## src/rtl/pipe_ctrl_pkg.sv

```systemverilog
// Shared types and constants for the pipeline hazard controller.
// Statistics counters are built only when PIPE_STAT_EN is defined.
package pipe_ctrl_pkg;

    typedef enum logic {
        RUN     = 1'b0,
        MC_WAIT = 1'b1
    } state_t;

    localparam int REG_ZERO = 0;
    localparam int STAT_W   = 16;

    // Counters stick at all-ones rather than wrapping back to zero.
    function automatic logic [STAT_W-1:0] sat_inc(input logic [STAT_W-1:0] v);
        return (&v) ? v : v + 1'b1;
    endfunction

endpackage

```

## src/rtl/pipe_hazard_ctrl_if.sv

```systemverilog
// Decode-side register specifiers and pipeline-register hold/flush controls.
// stall_cycles/flush_events exist only when PIPE_STAT_EN is defined.
interface pipe_hazard_ctrl_if #(
    parameter int REG_AW = 5
) ();
    import pipe_ctrl_pkg::*;

    logic [REG_AW-1:0] id_rs;
    logic [REG_AW-1:0] id_rt;
    logic              id_uses_rt;
    logic              ex_mem_read;
    logic [REG_AW-1:0] ex_rt;
    logic              ex_mc_start;
    logic              br_taken;

    logic              pc_write;
    logic              if_id_hazard;
    logic              if_id_flush;
    logic              id_ex_bubble;
    logic              ex_hold;
`ifdef PIPE_STAT_EN
    logic [STAT_W-1:0] stall_cycles;
    logic [STAT_W-1:0] flush_events;
`endif

    // master: the pipeline datapath; slave: the hazard controller.
    modport master (
        output id_rs, id_rt, id_uses_rt, ex_mem_read, ex_rt, ex_mc_start, br_taken,
`ifdef PIPE_STAT_EN
        input  stall_cycles, flush_events,
`endif
        input  pc_write, if_id_hazard, if_id_flush, id_ex_bubble, ex_hold
    );

    modport slave (
        input  id_rs, id_rt, id_uses_rt, ex_mem_read, ex_rt, ex_mc_start, br_taken,
`ifdef PIPE_STAT_EN
        output stall_cycles, flush_events,
`endif
        output pc_write, if_id_hazard, if_id_flush, id_ex_bubble, ex_hold
    );

endinterface

```

## src/rtl/load_use_detect.sv

```systemverilog
// Combinational load-use detector: EX holds a load whose destination the ID
// instruction reads. Register 0 is hardwired and never creates a dependence.
module load_use_detect
    import pipe_ctrl_pkg::*;
#(
    parameter int REG_AW = 5
) (
    input  logic              i_ex_mem_read,
    input  logic [REG_AW-1:0] i_ex_rt,
    input  logic [REG_AW-1:0] i_id_rs,
    input  logic [REG_AW-1:0] i_id_rt,
    input  logic              i_id_uses_rt,
    output logic              o_lu
);
    logic w_rs_match;
    logic w_rt_match;
    logic w_dst_live;

    assign w_dst_live = (i_ex_rt != REG_AW'(REG_ZERO));
    assign w_rs_match = (i_ex_rt == i_id_rs);
    assign w_rt_match = i_id_uses_rt && (i_ex_rt == i_id_rt);
    assign o_lu       = i_ex_mem_read && w_dst_live && (w_rs_match || w_rt_match);

endmodule

```

## src/rtl/pipe_hazard_ctrl.sv

```systemverilog
// Stall/flush controller for the 5-stage pipeline: load-use stalls, taken-branch
// flushes and multi-cycle EX holds. PIPE_STAT_EN adds stall/flush statistics.
module pipe_hazard_ctrl
    import pipe_ctrl_pkg::*;
#(
    parameter int REG_AW = 5,
    parameter int MC_LAT = 4
) (
    input  logic             clk,
    input  logic             rst,
    pipe_hazard_ctrl_if.slave hc
);
    localparam int CNT_W = (MC_LAT < 2) ? 1 : $clog2(MC_LAT);
    localparam logic [CNT_W-1:0] CNT_LOAD = CNT_W'((MC_LAT < 2) ? 0 : MC_LAT - 2);

    generate
        if (MC_LAT < 2) begin : g_bad_lat
            $error("pipe_hazard_ctrl: MC_LAT must be at least 2");
        end
    endgenerate

    state_t           r_state;
    state_t           w_state_next;
    logic [CNT_W-1:0] r_cnt;
    logic [CNT_W-1:0] w_cnt_next;
    logic             w_lu;
    logic             w_pc_write;
    logic             w_if_id_hazard;
    logic             w_if_id_flush;
    logic             w_id_ex_bubble;
    logic             w_ex_hold;

    load_use_detect #(.REG_AW(REG_AW)) u_lu (
        .i_ex_mem_read (hc.ex_mem_read),
        .i_ex_rt       (hc.ex_rt),
        .i_id_rs       (hc.id_rs),
        .i_id_rt       (hc.id_rt),
        .i_id_uses_rt  (hc.id_uses_rt),
        .o_lu          (w_lu)
    );

    always_ff @(posedge clk or posedge rst) begin
        if (rst) begin
            r_state <= RUN;
            r_cnt   <= '0;
        end else begin
            r_state <= w_state_next;
            r_cnt   <= w_cnt_next;
        end
    end

    always_comb begin
        w_state_next   = r_state;
        w_cnt_next     = r_cnt;
        w_pc_write     = 1'b1;
        w_if_id_hazard = 1'b0;
        w_if_id_flush  = 1'b0;
        w_id_ex_bubble = 1'b0;
        w_ex_hold      = 1'b0;
        if (rst) begin
            // Outputs follow reset immediately so the unreset IF/ID register is flushed.
            w_pc_write     = 1'b0;
            w_if_id_flush  = 1'b1;
            w_id_ex_bubble = 1'b1;
        end else begin
            unique case (r_state)
                RUN: begin
                    if (hc.br_taken) begin
                        w_if_id_flush  = 1'b1;
                        w_id_ex_bubble = 1'b1;
                    end else if (hc.ex_mc_start) begin
                        w_pc_write     = 1'b0;
                        w_if_id_hazard = 1'b1;
                        w_ex_hold      = 1'b1;
                        w_cnt_next     = CNT_LOAD;
                        w_state_next   = MC_WAIT;
                    end else if (w_lu) begin
                        w_pc_write     = 1'b0;
                        w_if_id_hazard = 1'b1;
                        w_id_ex_bubble = 1'b1;
                    end
                end
                MC_WAIT: begin
                    if (r_cnt != '0) begin
                        w_pc_write     = 1'b0;
                        w_if_id_hazard = 1'b1;
                        w_ex_hold      = 1'b1;
                        w_cnt_next     = r_cnt - 1'b1;
                    end else begin
                        // Release cycle: the still-asserted ex_mc_start belongs to the finishing op.
                        w_state_next = RUN;
                        if (hc.br_taken) begin
                            w_if_id_flush  = 1'b1;
                            w_id_ex_bubble = 1'b1;
                        end else if (w_lu) begin
                            w_pc_write     = 1'b0;
                            w_if_id_hazard = 1'b1;
                            w_id_ex_bubble = 1'b1;
                        end
                    end
                end
                default: w_state_next = RUN;
            endcase
        end
    end

    assign hc.pc_write     = w_pc_write;
    assign hc.if_id_hazard = w_if_id_hazard;
    assign hc.if_id_flush  = w_if_id_flush;
    assign hc.id_ex_bubble = w_id_ex_bubble;
    assign hc.ex_hold      = w_ex_hold;

`ifdef PIPE_STAT_EN
    logic [STAT_W-1:0] r_stall_cycles;
    logic [STAT_W-1:0] r_flush_events;

    always_ff @(posedge clk or posedge rst) begin
        if (rst) begin
            r_stall_cycles <= '0;
            r_flush_events <= '0;
        end else begin
            if (!w_pc_write) r_stall_cycles <= sat_inc(r_stall_cycles);
            if (w_if_id_flush) r_flush_events <= sat_inc(r_flush_events);
        end
    end

    assign hc.stall_cycles = r_stall_cycles;
    assign hc.flush_events = r_flush_events;
`endif

endmodule

```

## src/flat_wrapper.sv

```systemverilog
// flat-port wrapper written by rule: the top's interface ports become plain ports
module pipe_hazard_ctrl_flat import pipe_ctrl_pkg::*;
#(
    parameter int REG_AW = 5,
    parameter int MC_LAT = 4
)
  (clk, rst, hc_id_rs, hc_id_rt, hc_id_uses_rt, hc_ex_mem_read, hc_ex_rt, hc_ex_mc_start, hc_br_taken, hc_pc_write, hc_if_id_hazard, hc_if_id_flush, hc_id_ex_bubble, hc_ex_hold);
  pipe_hazard_ctrl_if #(.REG_AW(REG_AW)) hc_i ();
  input  logic clk;
  input  logic rst;
  input wire logic [$bits(hc_i.id_rs)-1:0] hc_id_rs;
  input wire logic [$bits(hc_i.id_rt)-1:0] hc_id_rt;
  input wire logic [$bits(hc_i.id_uses_rt)-1:0] hc_id_uses_rt;
  input wire logic [$bits(hc_i.ex_mem_read)-1:0] hc_ex_mem_read;
  input wire logic [$bits(hc_i.ex_rt)-1:0] hc_ex_rt;
  input wire logic [$bits(hc_i.ex_mc_start)-1:0] hc_ex_mc_start;
  input wire logic [$bits(hc_i.br_taken)-1:0] hc_br_taken;
  output wire logic [$bits(hc_i.pc_write)-1:0] hc_pc_write;
  output wire logic [$bits(hc_i.if_id_hazard)-1:0] hc_if_id_hazard;
  output wire logic [$bits(hc_i.if_id_flush)-1:0] hc_if_id_flush;
  output wire logic [$bits(hc_i.id_ex_bubble)-1:0] hc_id_ex_bubble;
  output wire logic [$bits(hc_i.ex_hold)-1:0] hc_ex_hold;
  assign hc_i.id_rs = hc_id_rs;
  assign hc_i.id_rt = hc_id_rt;
  assign hc_i.id_uses_rt = hc_id_uses_rt;
  assign hc_i.ex_mem_read = hc_ex_mem_read;
  assign hc_i.ex_rt = hc_ex_rt;
  assign hc_i.ex_mc_start = hc_ex_mc_start;
  assign hc_i.br_taken = hc_br_taken;
  assign hc_pc_write = hc_i.pc_write;
  assign hc_if_id_hazard = hc_i.if_id_hazard;
  assign hc_if_id_flush = hc_i.if_id_flush;
  assign hc_id_ex_bubble = hc_i.id_ex_bubble;
  assign hc_ex_hold = hc_i.ex_hold;
  pipe_hazard_ctrl #(.REG_AW(REG_AW), .MC_LAT(MC_LAT)) u_core (.clk(clk), .rst(rst), .hc(hc_i));
endmodule
```

## config.mk

```make
export PLATFORM = sky130hd
export DESIGN_NAME = pipe_hazard_ctrl_flat
export DESIGN_NICKNAME = d
export VERILOG_FILES = /design/src/rtl/pipe_ctrl_pkg.sv /design/src/rtl/pipe_hazard_ctrl_if.sv /design/src/rtl/load_use_detect.sv /design/src/rtl/pipe_hazard_ctrl.sv /design/src/flat_wrapper.sv
export SDC_FILE = /design/constraint.sdc
export NUM_CORES = 1
export LEC_CHECK = 0
export BUFFER_PORTS_ARGS = -buffer_cell sky130_fd_sc_hd__buf_4
export CORE_AREA = 2 2 39 41
export CTS_CLUSTER_SIZE = 24
export DETAILED_ROUTE_END_ITERATION = 12
export DIE_AREA = 0 0 41 43
export PLACE_DENSITY_LB_ADDON = 0.15
export SLEW_MARGIN = 40
export SYNTH_ARGS = -nofsm -noshare
export SYNTH_HDL_FRONTEND = slang
export SYNTH_SLANG_ARGS = --single-unit
```

## constraint.sdc

```tcl
create_clock -name clk -period 1.6 [get_ports clk]
set_clock_uncertainty 0.1 [all_clocks]
set_input_delay 0.32 -clock clk [delete_from_list [all_inputs] [get_ports clk]]
set_output_delay 0.32 -clock clk [all_outputs]
set_load 0.02 [all_outputs]
```

After elaboration in Yosys (flattened, before gate mapping)
Index checks and enable logic that the tools add are counted.

Add/subtract/negate cells: 1. Equality and inequality tests: 5. Muxes and demuxes: 33. Bitwise logic cells: 2. Reduce and logical (&&, ||, !) cells: 7.

Operators with widths (number): $mux 1 (24); $eq 5x5->1 (2); $pmux 1 s2 (5); $mux 2 (3); $ne 2x2->1 const B (3); $reduce_bool 5->1 (1); $pmux 2 s2 (1); $reduce_and 4->1 (1); $logic_and 1x1->1 (3); $not 1->1 (2); $reduce_bool 2->1 (1); $sub 2x1->2 const B (1); $logic_or 1x1->1 (1).

Flip-flop bits (word level): 3. Bits of input ports: 21. Output and inout port bits: 5. Word-level logic and storage cells: 50.

Depth between registers and ports, before layout
Word-level depth: 9. Mapped depth: 7. Mapped depth without buffers: 7.

Cells and area by module
Synthesis repeated with hierarchy kept, for this count alone.

Cell total of the unflattened synthesis: 42. Area, all modules: 351.6 um2.

Modules (own cells, without submodules): pipe_hazard_ctrl (times used 1, cells an instance 25, area an instance 219.0 um2, sequential area each 75.1 um2); load_use_detect (times used 1, cells an instance 17, area an instance 132.6 um2, sequential area each 0.0 um2).

Worst setup path after synthesis
OpenSTA, ideal clock, no wires.

Path kind: input -> output. From: input hc_ex_rt[3]. To: output hc_id_ex_bubble. Arrival time: 1.489 ns. Required time: 1.180 ns. Path slack: -0.309 ns. Cell stages on the path: 4. Buffers on the path: 0. Cell sequence: xor2_1 -> nor4_2 -> a32oi_1 -> o31ai_1.

Word-level cells in the longest chain between the ends: 9. Elaborated cells between the ends (all ways): 14. Those cells by class: eq/ne (2); mux (7); reduce/logical (5).

Ends and longest elaborated chain: start: declaration (line flat_wrapper.sv:15) `input wire logic [$bits(hc_i.ex_rt)-1:0] hc_ex_rt;`; $eq 5x5->1 (line load_use_detect.sv:21) `assign w_rt_match = i_id_uses_rt && (i_ex_rt == i_id_rt);`; $logic_and 1x1->1 (line load_use_detect.sv:21); $logic_or 1x1->1 (line load_use_detect.sv:22) `assign o_lu = i_ex_mem_read && w_dst_live && (w_rs_match || w_rt_match);`; $logic_and 1x1->1 * (line load_use_detect.sv:22); $mux 1 * (line pipe_hazard_ctrl.sv:77, pipe_hazard_ctrl.sv:95); $mux 1, on equally long branches (line pipe_hazard_ctrl.sv:92, pipe_hazard_ctrl.sv:71); $mux 1, on equally long branches (line pipe_hazard_ctrl.sv:84, pipe_hazard_ctrl.sv:68); $pmux 1 s2 * (line pipe_hazard_ctrl.sv:66) `unique case (r_state)`; $mux 1 * (line pipe_hazard_ctrl.sv:60) `if (rst) begin`; end: declaration (line flat_wrapper.sv:21) `output wire logic [$bits(hc_i.id_ex_bubble)-1:0] hc_id_ex_bubble;`.

Every way passes the cells marked *; elsewhere a longest branch is shown, timed or not.

Worst setup path in the final report
From: input hc_id_rt[2]. To: output hc_pc_write.

Word-level cells in the longest chain between the ends: 9. Elaborated cells between the ends (all ways): 11. Those cells by class: eq/ne (1); mux (7); reduce/logical (3).

Ends and longest elaborated chain: start: declaration (line flat_wrapper.sv:12) `input wire logic [$bits(hc_i.id_rt)-1:0] hc_id_rt;`; $eq 5x5->1 * (line load_use_detect.sv:21); $logic_and 1x1->1 * (line load_use_detect.sv:21); $logic_or 1x1->1 * (line load_use_detect.sv:22); $logic_and 1x1->1 * (line load_use_detect.sv:22); $mux 1 * (line pipe_hazard_ctrl.sv:77, pipe_hazard_ctrl.sv:95); $mux 1, on equally long branches (line pipe_hazard_ctrl.sv:92, pipe_hazard_ctrl.sv:71); $mux 1, on equally long branches (line pipe_hazard_ctrl.sv:84, pipe_hazard_ctrl.sv:68); $pmux 1 s2 * (line pipe_hazard_ctrl.sv:66); $mux 1 * (line pipe_hazard_ctrl.sv:60); end: declaration (line flat_wrapper.sv:18) `output wire logic [$bits(hc_i.pc_write)-1:0] hc_pc_write;`.

Marked as above.

==> reports/results.txt <==
At the end of routability-driven placement, the weighted congestion stood at 0.6486. Counting both buffers and inverters, the worst setup path holds a total of 2. In this run the vertical extent of the chip is 43 um.

The share of async-settable or async-resettable flops after synthesis works out to 100.0%. The routed layout has 408 vias. The number of failing hold endpoints at the final stage is 0. The cell type with the highest occurrence count on the critical path was sky130_fd_sc_hd__buf_6. After clock tree synthesis, the clock-pin slew on the worst setup and hold paths is 0.03 ns. The tools report the number of detailed-route iterations in the first pass as 1. The logs give 24.59% for the starting density of the core and 0 for the number of warnings printed during yosys synthesis.

Entering global routing, the biggest net connects 7 pins. The library cells used most frequently in the layout, excluding fill and tap cells, are 26 x sky130_fd_sc_hd__buf_4, 9 x sky130_fd_sc_hd__buf_6, 7 x sky130_fd_sc_hd__xor2_1. The number of antenna diodes came out at 0.

The number of antenna violations at the first check in global routing is 0, and the number of global-route vias before repair is 405. The number of vias per cell after detailed routing came out at 4.340. The run gives 5 as the number of failing setup endpoints in the final timing report.

In this run, distinct cell masters in the synthesized netlist total 22. CTS saw 3 sinks. The number of nets in the synthesized netlist is 61. After the first detailed-routing iteration, the DRC count stood at 0. After synthesis, flip-flops and latches occupy 22.06% of the total area. For the accumulated negative setup slack, the log shows -1.213 ns.

The library cell used most frequently in the layout, excluding fill and tap cells, is sky130_fd_sc_hd__buf_4. The longest clock path from root to sink contains 2 buffers. Wire length per cell after detailed routing: 10.50 um. Clock tree synthesis inserted a total of 3 buffers. The worst setup path is launched from an input port. The buffer type at the clock tree root was sky130_fd_sc_hd__clkbuf_4.

The family with the most delay on the worst path is compound AO/OA/AOI/OAI gates. The number of enable flip-flop cells after synthesis is 0, and the routed wire length is 987 um. The critical path goes through buf_6 > xor2_2 > nor4_2 > a32oi_2 > o311a_1 > buf_6.

Measured against its own limit, the worst slew margin works out to 77.96%. The tools report the source of the critical timing path as hc_id_rt[2]. The logs give 1.55 ns for the critical path arrival and 0 for the post-cts hold buffer count. The kind of capture point of the worst setup path was an output pin. The logs give -0.3731 ns for the worst path setup slack after routing and 101 for the net count of the finished layout. The overall routing resource usage came out at 12.60%. The die outline width came out at 41 um. Counting every instance in the synthesized netlist gives 39. Summed over all layers, the global routing overflow is 0. The tools report the timing-limited maximum frequency as 506.8 MHz. Once detailed placement completed, the half-perimeter wirelength came to 799.9 um.

After layout, the worst path uses 123.3% of the clock period. The first-pass GRT wire length was 1573 um. TritonCTS built the clock tree.

The mean instance size in the synthesized netlist came out at 8.726 um2. The tools report the combined area of all synthesized cells as 340.3 um2. The run gives 0.3662 nW as the static leakage.

The total number of H-tree levels came out at 1. After detailed routing, the number of remaining DRC violations is 0. Remaining antenna violation count: 0. The tightest min-delay check is of the input port to async pin type. Timing analysis after detailed placement gives a worst setup slack of -0.4526 ns. The worst-margin pin slew was 0.3307 ns; the worst hold slack was 0.05496 ns. The checks that failed: negative setup slack. In this run the critical register-to-register path is launched from u_core.r_cnt[1]. The layout overhead on the synthesized area works out to 122.1%. The setup path with the least slack is of type input port to output pin.

26 I/O pins were placed. The critical path crosses 6 cells after its start point. The number of slew-limit violations in the final report was 0.

Setup repair after global routing could not meet its margin everywhere. The count of max-cap constraint violations is 0, and the clock insertion delay at the later pin of the skew report is 0.22 ns. The cell depth of the worst flop-to-flop path was 6. The most used flip-flop cell after synthesis was sky130_fd_sc_hd__dfrtp_1.

Among all stages on the critical path, the largest delay is contributed by sky130_fd_sc_hd__o311a_1. In this run the worst path has a maximum fanout of 3. The run finished, with violations left. The minimum clock period is 1.973 ns.

The floorplan has 14 rows. The floorplan step defined a die boundary enclosing 1763 um2. The core region area is 1384 um2, and the register bit count reported by yosys is 3. For the worst setup path, the data required time is 1.18 ns. The fraction of final layout cells sized beyond drive strength 1 is 71.79%, and the worst vdd rail ir drop is 0.4709 mV. The longest individual stage delay on the worst path was 0.34 ns; the power per cell area was 1058 nW/um2. Buffers placed on the I/O ports in this run total 25.
## where the power goes
part           internal (mW)  switching [mW]  total (mW)
Sequential             0.112          0.0208       0.132
Clock                 0.0928          0.0303       0.123
Combinational          0.287           0.257       0.544
## worst paths after layout
path | end | slack, ns
worst max-delay path | hc_pc_write | -0.37
worst min-delay path | u_core.r_state | 0.05
worst max register to register | u_core.r_state | 0.17
worst min register to register | u_core.r_cnt[1] | 0.48
max in group asynchronous | u_core.r_cnt[0] | 1.24
min in group clk | u_core.r_cnt[1] | 0.48
## registers in the layout (all words and copies together) (netlist names)
signal / cells
u_core.r_cnt: 2
u_core.r_state: 1
## layer usage
layer	global-route usage (%)	wire, um	up-vias
met5	0	0	-
met4	2.000	0	0
met3	2.094	78	0
met2	23.44	560	19
met1	14.01	348	172
li1	-	-	217
## worst min-delay path, cell delays in order
cell	delay, ns
sky130_fd_sc_hd__buf_4	0.13
sky130_fd_sc_hd__inv_1	0.09
sky130_fd_sc_hd__buf_4	0.15
## kinds of logic after synthesis
family,Yosys count,synth area share [%]
compound gates,11,25.00
xor+xnor,10,25.74
simple gates,7,13.60
buf+inv,6,6.617
flops,3,22.06
mux,1,3.309
fa+ha+maj,1,3.676
## cells in the mapped netlist (3+ instances only)
cell / n / area [um2]
sky130_fd_sc_hd__inv_1: 6 / 22.52
sky130_fd_sc_hd__dfrtp_1: 3 / 75.07
sky130_fd_sc_hd__xor2_1: 9 / 78.83
sky130_fd_sc_hd__a21oi_1: 3 / 15.01
## stage by stage
step	utilization, %	power (mW)	instances	area [um2]
2_1_floorplan	-	0.3584	39	356.6
3_3_place_gp	45.66	0.5565	89	631.9
3_5_place_dp	45.66	0.5575	89	631.9
4_1_cts	54.43	0.7853	94	753.2
5_1_grt	54.61	0.8588	94	755.7
6_report	54.61	0.7993	94	755.7
## timing repair
action | CTS | global route
pin swaps | 14 | 3
buffers inserted | 1 | 0
endpoints found under the setup margin | 5 | 5
resized for setup | 23 | 1
## cell type report
type | instances | area [um2]
Sequential cell | 3 | 75.07
Inverter | 6 | 25.02
Tap cell | 16 | 20.02
Fill cell | 142 | 628.1
Clock buffer | 4 | 26.28
Multi-Input combinational cell | 30 | 312.8
Timing Repair Buffer | 35 | 296.5
No activity file was read; power rests on OpenSTA's default activity.
